==> src/rtl/ps2_arrow_tracker.sv <==
// ps2_arrow_tracker: parses a PS/2 set-2 byte stream (E0 extended / F0 break
// prefixes), tracks the held state of the four arrow keys and emits one-cycle
// press / release / error pulses.
//
// Optional feature: define PS2_KEYPAD_ARROWS_EN to alias the non-extended
// numeric-keypad codes 6B/72/74/75 onto the arrow outputs.
//
// Ports:
//   clk         system clock, all state on rising edge
//   areset      asynchronous active-high reset
//   byte_valid  single-cycle strobe qualifying byte_in
//   byte_in     received scancode byte
//   clr_all     synchronous release of every held key (priority over bytes)
//   left/down/right/up  registered held levels
//   press       one-cycle make pulses,  [3:0] = {up,left,down,right}
//   release_o   one-cycle break pulses, same order ("release" is a reserved word)
//   err         one-cycle protocol error / prefix timeout pulse
module ps2_arrow_tracker #(
    parameter int unsigned TIMEOUT_CYCLES = 1024
) (
    input  logic       clk,
    input  logic       areset,
    input  logic       byte_valid,
    input  logic [7:0] byte_in,
    input  logic       clr_all,
    output logic       left,
    output logic       down,
    output logic       right,
    output logic       up,
    output logic [3:0] press,
    output logic [3:0] release_o,
    output logic       err
);

    // A zero timeout disables the counter; keep at least one bit so widths stay legal.
    localparam int unsigned CNT_W = (TIMEOUT_CYCLES == 0) ? 1 : $clog2(TIMEOUT_CYCLES + 1);
    localparam logic [CNT_W-1:0] CNT_LAST =
        CNT_W'((TIMEOUT_CYCLES == 0) ? 0 : TIMEOUT_CYCLES - 1);

    localparam logic [7:0] CODE_EXT   = 8'hE0;
    localparam logic [7:0] CODE_BRK   = 8'hF0;
    localparam logic [7:0] CODE_LEFT  = 8'h6B;
    localparam logic [7:0] CODE_DOWN  = 8'h72;
    localparam logic [7:0] CODE_RIGHT = 8'h74;
    localparam logic [7:0] CODE_UP    = 8'h75;

    typedef enum logic [1:0] {
        S_IDLE    = 2'd0,
        S_EXT     = 2'd1,
        S_BRK     = 2'd2,
        S_EXT_BRK = 2'd3
    } state_t;

    state_t           state_q, state_d;
    logic [CNT_W-1:0] cnt_q, cnt_d;
    logic [3:0]       held_q, held_d;
    logic [3:0]       press_q, press_d;
    logic [3:0]       rel_q, rel_d;
    logic             err_q, err_d;

    logic [3:0]       key_mask;
    logic             is_ext;
    logic             is_brk;
    logic             is_key;
    logic             do_make;
    logic             do_break;

    // Arrow code to one-hot key mask in {up,left,down,right} order.
    always_comb begin
        key_mask = 4'b0000;
        case (byte_in)
            CODE_UP:    key_mask = 4'b1000;
            CODE_LEFT:  key_mask = 4'b0100;
            CODE_DOWN:  key_mask = 4'b0010;
            CODE_RIGHT: key_mask = 4'b0001;
            default:    key_mask = 4'b0000;
        endcase
    end

    assign is_ext = (byte_in == CODE_EXT);
    assign is_brk = (byte_in == CODE_BRK);
    assign is_key = (key_mask != 4'b0000);

    // Next-state, timeout counter and event generation.
    always_comb begin
        state_d  = state_q;
        cnt_d    = cnt_q;
        held_d   = held_q;
        press_d  = 4'b0000;
        rel_d    = 4'b0000;
        err_d    = 1'b0;
        do_make  = 1'b0;
        do_break = 1'b0;

        if (clr_all) begin
            rel_d   = held_q;
            held_d  = 4'b0000;
            state_d = S_IDLE;
            cnt_d   = '0;
        end else if (byte_valid) begin
            cnt_d = '0;
            unique case (state_q)
                S_IDLE: begin
                    if (is_ext) begin
                        state_d = S_EXT;
                    end else if (is_brk) begin
                        state_d = S_BRK;
                    end else begin
`ifdef PS2_KEYPAD_ARROWS_EN
                        do_make = is_key;
`endif
                        state_d = S_IDLE;
                    end
                end
                S_EXT: begin
                    if (is_brk) begin
                        state_d = S_EXT_BRK;
                    end else if (is_ext) begin
                        // Duplicate E0: flag it but keep waiting for the key code.
                        err_d   = 1'b1;
                        state_d = S_EXT;
                    end else begin
                        do_make = is_key;
                        state_d = S_IDLE;
                    end
                end
                S_BRK: begin
                    if (is_ext || is_brk) begin
                        err_d = 1'b1;
                    end else begin
`ifdef PS2_KEYPAD_ARROWS_EN
                        do_break = is_key;
`endif
                    end
                    state_d = S_IDLE;
                end
                S_EXT_BRK: begin
                    if (is_ext || is_brk) begin
                        err_d = 1'b1;
                    end else begin
                        do_break = is_key;
                    end
                    state_d = S_IDLE;
                end
            endcase
        end else if ((state_q != S_IDLE) && (TIMEOUT_CYCLES != 0)) begin
            if (cnt_q == CNT_LAST) begin
                state_d = S_IDLE;
                err_d   = 1'b1;
                cnt_d   = '0;
            end else begin
                cnt_d = cnt_q + CNT_W'(1);
            end
        end

        // Typematic repeats and breaks of un-held keys produce no pulse.
        if (do_make) begin
            press_d = key_mask & ~held_q;
            held_d  = held_q | key_mask;
        end
        if (do_break) begin
            rel_d  = key_mask & held_q;
            held_d = held_q & ~key_mask;
        end
    end

    // State and output registers.
    always_ff @(posedge clk or posedge areset) begin
        if (areset) begin
            state_q <= S_IDLE;
            cnt_q   <= '0;
            held_q  <= 4'b0000;
            press_q <= 4'b0000;
            rel_q   <= 4'b0000;
            err_q   <= 1'b0;
        end else begin
            state_q <= state_d;
            cnt_q   <= cnt_d;
            held_q  <= held_d;
            press_q <= press_d;
            rel_q   <= rel_d;
            err_q   <= err_d;
        end
    end

    assign up        = held_q[3];
    assign left      = held_q[2];
    assign down      = held_q[1];
    assign right     = held_q[0];
    assign press     = press_q;
    assign release_o = rel_q;
    assign err       = err_q;

endmodule
==> config.mk <==
export PLATFORM = sky130hd
export DESIGN_NAME = ps2_arrow_tracker
export DESIGN_NICKNAME = d
export VERILOG_FILES = /design/src/rtl/ps2_arrow_tracker.sv
export SDC_FILE = /design/constraint.sdc
export NUM_CORES = 1
export LEC_CHECK = 0
export ABC_AREA = 1
export CELL_PAD_IN_SITES_DETAIL_PLACEMENT = 0
export CELL_PAD_IN_SITES_GLOBAL_PLACEMENT = 1
export CORE_AREA = 2 2 61 63
export CTS_BUF_LIST = sky130_fd_sc_hd__clkbuf_4 sky130_fd_sc_hd__clkbuf_8
export DETAILED_ROUTE_END_ITERATION = 10
export DIE_AREA = 0 0 63 65
export PLACE_DENSITY_LB_ADDON = 0.1
export SLEW_MARGIN = 15
export SYNTH_ARGS = -nofsm -noshare
export SYNTH_HDL_FRONTEND = slang
export SYNTH_SLANG_ARGS = --single-unit
export TNS_END_PERCENT = 20
==> constraint.sdc <==
create_clock -name clk -period 3.4 [get_ports clk]
set_input_delay 0.51 -clock clk [delete_from_list [all_inputs] [get_ports clk]]
set_output_delay 0.51 -clock clk [all_outputs]
set_load 0.02 [all_outputs]
Word-level counts from Yosys, hierarchy flattened
Cells that the tools add are included.
{ "totals": {"reg_bits": 26, "in_bits": 12} }
{ "classes": {"add_sub_neg": 1, "n_eq_ne": 10, "mux": 37, "bitwise_logic": 6, "n_reduce_logical": 9} }
{ "ops": {"columns": ["cell", "count"], "rows": [
  ["2-to-1 mux 11 bit", 4],
  ["equality test 8 x 7 -> 1 bit (second input constant)", 4],
  ["2-to-1 mux 4 bit", 6],
  ["2-to-1 mux 1 bit", 17],
  ["equality test 8 bit (second input constant)", 2],
  ["case mux 4 bit (4 select lines)", 1],
  ["2-to-1 mux 2 bit", 7],
  ["AND 4 bit", 3],
  ["adder 11 x 1 -> 11 bit (second input constant)", 1],
  ["equality test 11 x 10 -> 1 bit (second input constant)", 1],
  ["nonzero test 3 bit", 3],
  ["NOT 4 bit", 2],
  ["case mux 2 bit (3 select lines)", 1],
  ["equality test 2 bit (second input constant)", 2],
  ["bitwise OR 4 bit", 1],
  ["nonzero test 4 bit", 1],
  ["equality test 2 x 1 -> 1 bit (second input constant)", 1],
  ["zero test 2 bit", 1],
  ["case mux 1 bit (2 select lines)", 1],
  ["AND reduction 2 bit", 1],
  ["nonzero test 2 bit", 1],
  ["OR reduction 2 bit", 1],
  ["logical OR 1 bit", 1]
]} }

Depth between registers and ports, before layout
{ "logic_depth": {"depth_word": 10, "ltp_mapped": 11, "depth_no_buf": 11} }

Worst setup path after synthesis
OpenSTA, ideal clock, no wires.
{ "synth_path": {"kind": "input port to flip-flop", "start": "input port byte_in[7]", "end": "register held_q[1]", "setup_ps": 118, "t_arrival_ps": 1293, "slack_ps": 1990, "path_stages": 10, "path_buffers": 0, "cell_sequence": "inv_1 nand2_1 nor2_1 nand2_1 nand2_2 inv_2 nand2_4 nand2_1 nand4_1 nand2_1"} }
{ "synth_between": {"elab_chain_cells": 10} }
{ "synth_lines": {"columns": ["item", "line_no", "rtl"], "rows": [
  ["from (decl)", "24", "input logic [7:0] byte_in,"],
  ["equality test 8 x 7 -> 1 bit", "71", "case (byte_in)"],
  ["case mux 4 bit (4 select lines)", "71", null],
  ["nonzero test 4 bit", "82", "assign is_key = (key_mask != 4'b0000);"],
  ["2-to-1 mux 1 bit", "118", "end else if (is_ext) begin"],
  ["2-to-1 mux 1 bit", "116", "if (is_brk) begin"],
  ["2-to-1 mux 1 bit", "102", "unique case (state_q)"],
  ["2-to-1 mux 1 bit", "100", "end else if (byte_valid) begin"],
  ["2-to-1 mux 1 bit", "95", "if (clr_all) begin"],
  ["2-to-1 mux 4 bit", "157", "if (do_make) begin"],
  ["2-to-1 mux 4 bit", "161", "if (do_break) begin"],
  ["to (signal assigned)", "179", "held_q <= held_d;"],
  ["to (decl)", "56", "logic [3:0] held_q, held_d;"]
]} }
Parallel ways exist; a longest one is shown, timed or not.
A chain may end at the register's enable or synchronous reset.

Final worst setup path
{ "layout_path": {"start": "register held_q[3]", "end": "output port up"} }
{ "layout_rtl": {"columns": ["item", "line_no", "rtl"], "rows": [
  ["to (decl)", "29", "output logic up,"]
]} }
No word-level cell between the ends.

==> results.cfg <==
[cells_and_area]
n_fill_cell = 360
layout-drive-gt1-share = 0.118
final_cells = 260
final_area_mm2 = 0.00179
multiInputGateArea_um2 = 669
area_growth_pct = 24.2
regArea_um2 = 651
final_nets = 226
diodes = 0
utilization = 0.513

[global_route]
grt_pass1_vias = 1266
grt_pass1_wl_um = 5280
grt_antenna_before_repair = 0
grt_use_total = 0.161
grt-ovfl-total = 0
grt_max_degree = 27

[job]
drv_cap = 0

[clock_network]
clkSlewWorstSetupHoldPaths_ns = 0.14
cts_hold_buf = 0
clock_sinks = 26
cts_tree = yes
cts-root-buf = clkbuf_4
clk_latency_ns = 0.32
post-cts-setup-buffers = 0
clk_path_buf_depth = 2
cts_made_buffers = 3
cts_max_level = 1
cts_resized = 0

[setup_path]
endpoint = up
reg2regPathDepth = 10
rrSetupSlack_ns = 1.85
slowest_stage = clkdlybuf4s50_1
crit_arrival_ns = 1.38
cp.depth = 1
cp-start-kind = flip-flop
end_kind = output port
crit_chain = clkdlybuf4s50_1
critPathMaxStageDelay_ns = 0.63
cp_num_buf_inv = 1
reg2reg_to = cnt_q[5]$_DFFE_PP0P_
path_class = flip-flop to output port
worstPathMaxFanout = 5
timing.rr.start = cnt_q[0]$_DFFE_PP0P_
startpoint = held_q[3]$_DFFE_PP0P_
cp_data_required_time_ns = 2.89
path_delay_family = buffers and inverters

[logic_synthesis]
avgSynthCellArea_um2 = 7.80
synth_flop_cell = dfrtp_1
syn_area_mm2 = 0.00144
synth_fp_nets = 198
yosysSeqAreaShare = 0.451
async_flop_share = 1.00
syn_inst = 185
ys_types = 27
ys_warn_count = 0
ys_ff_latch = 26
synth_edf_count = 0

[route]
ant_nets = 0
first_pass_iters = 4
wirelength_um = 2880
dr_total_vias = 1260
drc = 0
via_per_inst = 4.85
drt-initial-drc-count = 31
route.detailed.wl_per_inst_um = 11.1

[timing]
fin_crit_sh = 0.556
whs_ns = 0.506
maxSlewHeadroom = 0.336
finClkSkew_ns = 0.00196
setup-tns-final_ns = 0
drv_slew = 0
rsz0062_at_grt = no
min_period_ns = 1.89
hold_viol_final = 0
worst_pin_slew_ns = 0.994
setup_viol_count_final = 0
timing.fmax_ghz = 0.529

[floorplan]
floorplan.initialDensity = 0.413
dieArea_mm2 = 0.00410
die_w_um = 63
num_rows = 22
die_h_um = 65
pin_count = 25
core_mm2 = 0.00350

[power_and_ir_drop]
p_leak_uw = 0.000866
vdd_drop_max_mv = 0.156
p_per_area_mw_per_mm2 = 316

[placement]
place_inst = 256
io_buffers = 24
place_area_mm2 = 0.00174
dp_hpwl_um = 2280
gp_congestion = 0.809

[min_path]
hold_path.class = flip-flop to flip-flop

[run_status]
status = finished clean
-- placed cells by master (no fill, tap or decap), types with 6 or more instances in the layout --
cell and n:
nand2_1 43, inv_1 28, dfrtp_1 26, clkdlybuf4s50_1 24, nor2_1 14, nand4_1 13
o21ai_0 8, a21oi_1 8, nand3_1 7, nor3_1 7, nand2_2 6
-- cells in the mapped netlist, drive strengths merged (2+ instances only) --
master	count	area share
nand2	51	0.15
inv	32	0.083
dfrtp	26	0.45
nor2	19	0.072
nand4	13	0.056
o21ai	9	0.031
a21oi	8	0.028
nand3	8	0.036
nor3	8	0.031
or2	2	0.0087
-- state kept, by name (all words and copies together) (netlist names) --
name	flops
cnt_q	11
err	1
held_q	4
press	4
release_o	4
state_q	2
-- cell families (layout without fill, tap and decap cells) --
group	after synthesis	in the layout	synth area share
compound gates	21	21	0.0797
xor+xnor	2	2	0.0121
fa+ha+maj	1	1	0.00866
buf+inv	33	60	0.0858
flops	26	26	0.451
simple gates	102	102	0.363
-- power by group --
| group | internal, uW | total (uW) | switching (uW) |
|---|---|---|---|
| Combinational | 17.3 | 45.5 | 28.2 |
| Sequential | 309 | 309 | 0.0473 |
| Clock | 119 | 211 | 91.6 |
-- area by class of cell --
| type | instances | share of cell area |
|---|---|---|
| clock buffers | 3 | 0.0126 |
| clock inverters | 1 | 0.0167 |
| repair buffers | 24 | 0.134 |
| flip-flops and latches | 26 | 0.363 |
| multi-input cells | 126 | 0.373 |
| well taps | 48 | 0.0335 |
| inverters | 32 | 0.0670 |
-- metrics by stage --
step | setup slack, ns | total power, uW
finish | 1.51 | 566
global route | 1.44 | 590
CTS | 1.49 | 578
detailed placement | 1.29 | 361
global placement | 1.29 | 360
floorplan | 1.99 | 341
-- how the worst min path moves through the flow --
stage | from | end | slack, ns | depth (start not counted)
5_1_grt | cnt_q[8]$_DFFE_PP0P_ | cnt_q[8]$_DFFE_PP0P_ | 0.54 | 1
3_5_place_dp | held_q[0]$_DFFE_PP0P_ | press[0]$_DFF_PP0_ | 0.48 | 1
6_report | held_q[0]$_DFFE_PP0P_ | press[0]$_DFF_PP0_ | 0.51 | 1
3_3_place_gp | held_q[2]$_DFFE_PP0P_ | press[2]$_DFF_PP0_ | 0.49 | 1
2_1_floorplan | cnt_q[8]$_DFFE_PP0P_ | cnt_q[8]$_DFFE_PP0P_ | 0.47 | 1
4_1_cts | held_q[0]$_DFFE_PP0P_ | press[0]$_DFF_PP0_ | 0.51 | 1
-- routing by layer --
layer  wire length, um  track usage
met1              1300        0.197
met2              1490        0.297
met3                64       0.0208
met4                27       0.0417
met5                 0            0
(Power assumes the default switching activity.)
